[src/rtl/sccpu_dbg_pkg.sv]
// rtl/sccpu_dbg_pkg.sv - shared state encoding and default constants for the register dump controller
package sccpu_dbg_pkg;

  typedef enum logic [2:0] {
    ST_IDLE = 3'd0,
    ST_CRST = 3'd1,
    ST_RUN  = 3'd2,
    ST_SEL  = 3'd3,
    ST_CAP  = 3'd4,
    ST_DONE = 3'd5
  } state_t;

  localparam int DEF_NREG = 32;
  localparam int DEF_DW   = 32;
  localparam int DEF_SELW = 5;
  localparam int DEF_CW   = 16;
  localparam int DEF_RSTC = 2;

endpackage

[src/rtl/cyc_counter.sv]
// rtl/cyc_counter.sv - CPU run-cycle counter with clear, enable and match against a target
module cyc_counter #(
  parameter int CW = 16
) (
  input  logic          clk,
  input  logic          rstn,
  input  logic          clr,
  input  logic          en,
  input  logic [CW-1:0] target,
  output logic          match
);

  localparam logic [CW-1:0] ONE = CW'(1);

  logic [CW-1:0] count;

  // count enabled cycles; clear wins over enable
  always_ff @(posedge clk) begin
    if (!rstn) begin
      count <= '0;
    end else if (clr) begin
      count <= '0;
    end else if (en) begin
      count <= count + ONE;
    end
  end

  // match flags the enabled cycle whose increment reaches the target
  assign match = ((count + ONE) == target);

endmodule

[src/rtl/reg_dump_ctrl.sv]
// rtl/reg_dump_ctrl.sv - resets and runs the CPU for a bounded time, then streams out all registers
module reg_dump_ctrl
  import sccpu_dbg_pkg::*;
#(
  parameter int NREG = DEF_NREG,
  parameter int DW   = DEF_DW,
  parameter int SELW = DEF_SELW,
  parameter int CW   = DEF_CW,
  parameter int RSTC = DEF_RSTC
) (
  input  logic            clk,
  input  logic            rstn,
  input  logic            start,
  input  logic [CW-1:0]   run_cycles,
  input  logic            halt,
  output logic            cpu_rstn,
  output logic            cpu_en,
  output logic [SELW-1:0] reg_sel,
  input  logic [DW-1:0]   reg_data,
  output logic            dump_valid,
  input  logic            dump_ready,
  output logic [SELW-1:0] dump_idx,
  output logic [DW-1:0]   dump_data,
  output logic            busy,
  output logic            done
);

  localparam int              RW       = (RSTC > 1) ? $clog2(RSTC) : 1;
  localparam logic [RW-1:0]   RST_LAST = RW'(RSTC - 1);
  localparam logic [SELW-1:0] IDX_LAST = SELW'(NREG - 1);

  state_t          state;
  state_t          next;
  logic [CW-1:0]   rc;
  logic [RW-1:0]   rcnt;
  logic [SELW-1:0] idx;
  logic            accept;
  logic            run_en;
  logic            run_match;
  logic            beat_done;
  logic            cpu_rstn_nx;
  logic            cpu_en_nx;

  assign accept    = start && ((state == ST_IDLE) || (state == ST_DONE));
  assign run_en    = (state == ST_RUN);
  assign beat_done = (state == ST_CAP) && dump_valid && dump_ready;
  assign reg_sel   = idx;

  cyc_counter #(.CW(CW)) u_cyc_counter (
    .clk    (clk),
    .rstn   (rstn),
    .clr    (accept),
    .en     (run_en),
    .target (rc),
    .match  (run_match)
  );

  // state register
  always_ff @(posedge clk) begin
    if (!rstn) begin
      state <= ST_IDLE;
    end else begin
      state <= next;
    end
  end

  // next-state decode
  always_comb begin
    next = state;
    case (state)
      ST_IDLE, ST_DONE: if (start) next = ST_CRST;
      ST_CRST: if (rcnt == RST_LAST) next = (rc == '0) ? ST_SEL : ST_RUN;
      ST_RUN:  if (run_match || halt) next = ST_SEL;
      ST_SEL:  next = ST_CAP;
      ST_CAP:  if (beat_done) next = (idx == IDX_LAST) ? ST_DONE : ST_SEL;
      default: next = ST_IDLE;
    endcase
  end

  // status outputs from the current state; CPU controls follow the next state so they are registered
  always_comb begin
    busy        = (state != ST_IDLE) && (state != ST_DONE);
    done        = (state == ST_DONE);
    cpu_rstn_nx = (next != ST_CRST);
    cpu_en_nx   = (next == ST_RUN);
  end

  // datapath: latched run length, reset-hold counter, register index and the output beat
  always_ff @(posedge clk) begin
    if (!rstn) begin
      rc         <= '0;
      rcnt       <= '0;
      idx        <= '0;
      cpu_rstn   <= 1'b0;
      cpu_en     <= 1'b0;
      dump_valid <= 1'b0;
      dump_idx   <= '0;
      dump_data  <= '0;
    end else begin
      cpu_rstn <= cpu_rstn_nx;
      cpu_en   <= cpu_en_nx;
      if (accept) begin
        rc   <= run_cycles;
        rcnt <= '0;
        idx  <= '0;
      end else begin
        if (state == ST_CRST) rcnt <= rcnt + RW'(1);
        if (beat_done && (idx != IDX_LAST)) idx <= idx + SELW'(1);
      end
      if (state == ST_SEL) begin
        dump_valid <= 1'b1;
        dump_idx   <= idx;
        dump_data  <= reg_data;
      end else if (beat_done) begin
        dump_valid <= 1'b0;
      end
    end
  end

endmodule
[config.mk]
export PLATFORM = sky130hd
export DESIGN_NAME = reg_dump_ctrl
export DESIGN_NICKNAME = d
export VERILOG_FILES = /design/src/rtl/sccpu_dbg_pkg.sv /design/src/rtl/cyc_counter.sv /design/src/rtl/reg_dump_ctrl.sv
export SDC_FILE = /design/constraint.sdc
export NUM_CORES = 1
export LEC_CHECK = 0
export BUFFER_PORTS_ARGS = -buffer_cell sky130_fd_sc_hd__buf_2
export CORE_MARGIN = 2
export CORE_UTILIZATION = 41
export DETAILED_ROUTE_END_ITERATION = 12
export GPL_TIMING_DRIVEN = 1
export PLACE_DENSITY = 0.71
export SLEW_MARGIN = 10
export SYNTH_ARGS = -nofsm -noshare
export SYNTH_HDL_FRONTEND = slang
export SYNTH_HIERARCHICAL = 1
export SYNTH_SLANG_ARGS = --single-unit
export TNS_END_PERCENT = 10
[constraint.sdc]
create_clock -name clk -period 2.5 [get_ports clk]
set_clock_uncertainty 0.15 [all_clocks]
set_input_delay 0.25 -clock clk [delete_from_list [all_inputs] [get_ports clk]]
set_output_delay 0.25 -clock clk [all_outputs]
set_load 0.005 [all_outputs]
==> metrics.yaml <==
status:
  status: "complete, no violations"
floorplanning:
  die_area_um2: 10300
  ioPinCount: 100
  start_util_pct: 42.2
  num_rows: 35
  die_h_um: 101
  core_um2: 9240
  die_w_um: 101
final_layout:
  fin_nets: 636
  seqCellArea_um2: 1630
  area_growth_pct: 36.5
  final_util_pct: 57.6
  fillers: 810
  diodes: 0
  drive_gt1_share_pct: 29.6
  multiInputGateArea_um2: 2200
worst_setup_path:
  cp_common_cell: "o21a_1"
  worstPathRequired_ns: 2.60
  rrSetupSlack_ns: 0.08
  path_cells: "buf_6 -> nand4_4 -> nor4_4 -> or4b_4 -> a2111oi_4 -> o21a_1 -> a211oi_2 -> o21a_1"
  timing.rr.start: "u_cyc_counter/count[1]$_SDFFE_PP0P_"
  reg2reg_depth: 8
  max_stage_delay_ns: 0.52
  cp_max_fo: 5
  endpoint_kind: "register"
  cpLargestDelayFamily: "simple AND/OR/NAND/NOR gates"
  worst_setup_path_start_kind: "register"
  path_buf_inv: 1
  arrival_ns: 2.53
  crit_type: "reg -> reg"
  cp_slowest_cell: "or4b_4"
  reg2reg_to: "cpu_rstn$_SDFF_PN0_"
yosys:
  syn_avg_cell_area_um2: 8.84
  ys.flop_type: "dfxtp_1"
  synth_area_leaders: "dfxtp_1 42%, nand2_1 7.8%, a21boi_1 7.1%"
  ys_types: 60
  synth_area_um2: 3900
  synth_top_area_cell: "dfxtp_1"
  synthesis.nets: 497
  synth_seq_cells: 81
  ys_seq_area_share_pct: 41.6
  async_reset_ff_share_pct: 0
  synthTopCellsByCount: "81 x dfxtp_1, 81 x nand2_1, 37 x a21boi_1"
  synth_edf_count: 0
  ys_warn_count: 6
  syn_inst: 441
  yosys.area.top_type_share_pct: 41.6
sta:
  min_period_ns: 2.42
  finalHoldViolations: 0
  finalCritPeriodShare_pct: 97.0
  drv_slew: 0
  setup_viol: 0
  relSlewSlack_pct: 66.5
  worst_pin_slew_ns: 0.498
  fmax_mhz: 412
  layout_setup_ws_ns: 0.0757
grt:
  antenna_found_initial: 0
  grt.overflow.total: 0
  grt_pass1_vias: 3590
  globalRouteTotalUtil_pct: 20.6
  grt_pass1_wl_mm: 16.8
  grt_max_degree: 41
pwr:
  pwr-share-clk_pct: 43.0
  power_density_nw_per_um2: 554
  switching_share_pct: 23.1
  p_leak_nw: 2.24
  p_comb_share_pct: 11.0
  p_int_mw: 2.27
  peakVddDrop_mv: 0.342
  total_power_mw: 2.95
  power_frac_seq_pct: 46.0
  p_switching_mw: 0.681
routing:
  routedWlPerCell_um: 14.6
  routed_wirelength_mm: 10.4
  vias: 3546
  ant_nets: 0
  drtPass1Iterations: 4
  drt_iter0_drc: 138
  drc: 0
  vias_per_cell: 4.97
clock_tree:
  cts_made_buffers: 9
  clock_latency_ns: 0.35
  cts_tree: "done"
  ctsLongestPathBuffers: 2
  cts-root-buf: "clkbuf_8"
  cts.clk_slew.worst_paths_ns: 0.09
  cts_max_level: 3
  clock-sinks: 81
min_path:
  holdPathStages: 3
  hp-class: "in -> reg"
  hold_end: "rc[8]$_SDFFE_PN0P_"
  min_from: "run_cycles[8]"
place:
  place_congestion: 0.907
  dpl.hpwl_mm: 6.77
  pre_cts_ws_ns: -0.0666
  io_buffers: 99
flow_run:
  maxCapViolations: 0
-- state kept, by name (all words and copies together), names as in the netlist --
| register | count |
|---|---|
| cpu_en | 1 |
| u_cyc_counter/count | 16 |
| state | 3 |
| rc | 16 |
| dump_valid | 1 |
| rcnt | 1 |
| dump_idx | 5 |
| dump_data | 32 |
| reg_sel | 5 |
| cpu_rstn | 1 |
-- worst reg2reg max path, delay by kind of cell, from the launching register on --
family | cells | cell delay (ns)
flops | 1 | 0.36
compound gates | 4 | 0.75
simple gates | 3 | 0.94
buf+inv | 1 | 0.13
-- cells by family after synthesis --
group / synth area share (%)
mux: 5.17
fa+ha+maj: 0.963
buf+inv: 4.66
flops: 41.6
xor+xnor: 8.67
compound gates: 12.9
simple gates: 26.0
-- metrics by stage --
| step | TNS, ns | area, um2 | instances | hold WS, ns |
|---|---|---|---|---|
| after floorplan | 0 | 3910 | 441 | 0.235 |
| after global placement | -0.0364 | 4610 | 663 | 0.287 |
| after detailed placement | -0.109 | 4610 | 663 | 0.296 |
| after CTS | 0 | 5270 | 712 | 0.000157 |
| after global routing | -0.00215 | 5320 | 713 | 0.0107 |
| final | 0 | 5320 | 713 | 0.00297 |
-- worst max-delay path by stage --
stage	start	to	slack [ns]	cells after the start
2_1_floorplan	u_cyc_counter/count[0]$_SDFFE_PP0P_	cpu_rstn$_SDFF_PN0_	0.008	9
6_report	u_cyc_counter/count[1]$_SDFFE_PP0P_	cpu_rstn$_SDFF_PN0_	0.08	8
4_1_cts	u_cyc_counter/count[0]$_SDFFE_PP0P_	cpu_rstn$_SDFF_PN0_	0.002	8
5_1_grt	u_cyc_counter/count[0]$_SDFFE_PP0P_	cpu_rstn$_SDFF_PN0_	-0.002	9
3_3_place_gp	u_cyc_counter/count[0]$_SDFFE_PP0P_	cpu_rstn$_SDFF_PN0_	-0.03	9
3_5_place_dp	u_cyc_counter/count[0]$_SDFFE_PP0P_	cpu_rstn$_SDFF_PN0_	-0.07	9
-- layout by cell type, fill, tap and decap left out, types with 9 or more instances in the layout --
| cell | netlist | final |
|---|---|---|
| buf_2 | 10 | 99 |
| nand2_1 | 81 | 81 |
| dfxtp_1 | 81 | 75 |
| a21boi_1 | 37 | 37 |
| dlygate4sd3_1 | 0 | 32 |
| buf_4 | 3 | 26 |
| nor2_1 | 24 | 24 |
| xnor2_1 | 22 | 22 |
| nor2b_1 | 20 | 20 |
| mux2i_1 | 19 | 19 |
| xor2_1 | 14 | 14 |
| nand3_1 | 11 | 10 |
| and3_1 | 9 | 9 |
| clkbuf_8 | 0 | 9 |
-- repair_timing --
item,in CTS,in global routing
resized for setup,11,10
hold buffers,32,0
setup buffers,2,1
pin swaps,9,4
endpoints found under the hold margin,32,0
setup endpoints to repair,3,3
cloned,0,0
-- layer usage --
layer | vias to the layer above | track usage [%] | wire length (um)
met3 | 14 | 4.76 | 627
met2 | 106 | 35.7 | 5140
li1 | 1768 | - | -
met5 | - | 0 | 0
met1 | 1658 | 25.0 | 4510
met4 | 0 | 7.28 | 156
-- cell type report --
cell class,instances,area share (%)
sequential,81,30.7
tap,129,3.03
inverter,8,0.564
timing repair buffer,159,19.4
clock buffer,9,2.33
clock inverter,6,2.63
multi-input combinational,321,41.3
-- power groups by stage --
stage	Sequential, mW	Clock, mW	Combinational, mW
floorplan	1.37	0	0.185
global placement	1.39	0	0.265
detailed placement	1.39	0	0.269
CTS	1.36	1.29	0.321
global route	1.36	1.35	0.352
finish	1.36	1.27	0.323
(Power assumes the default switching activity.)
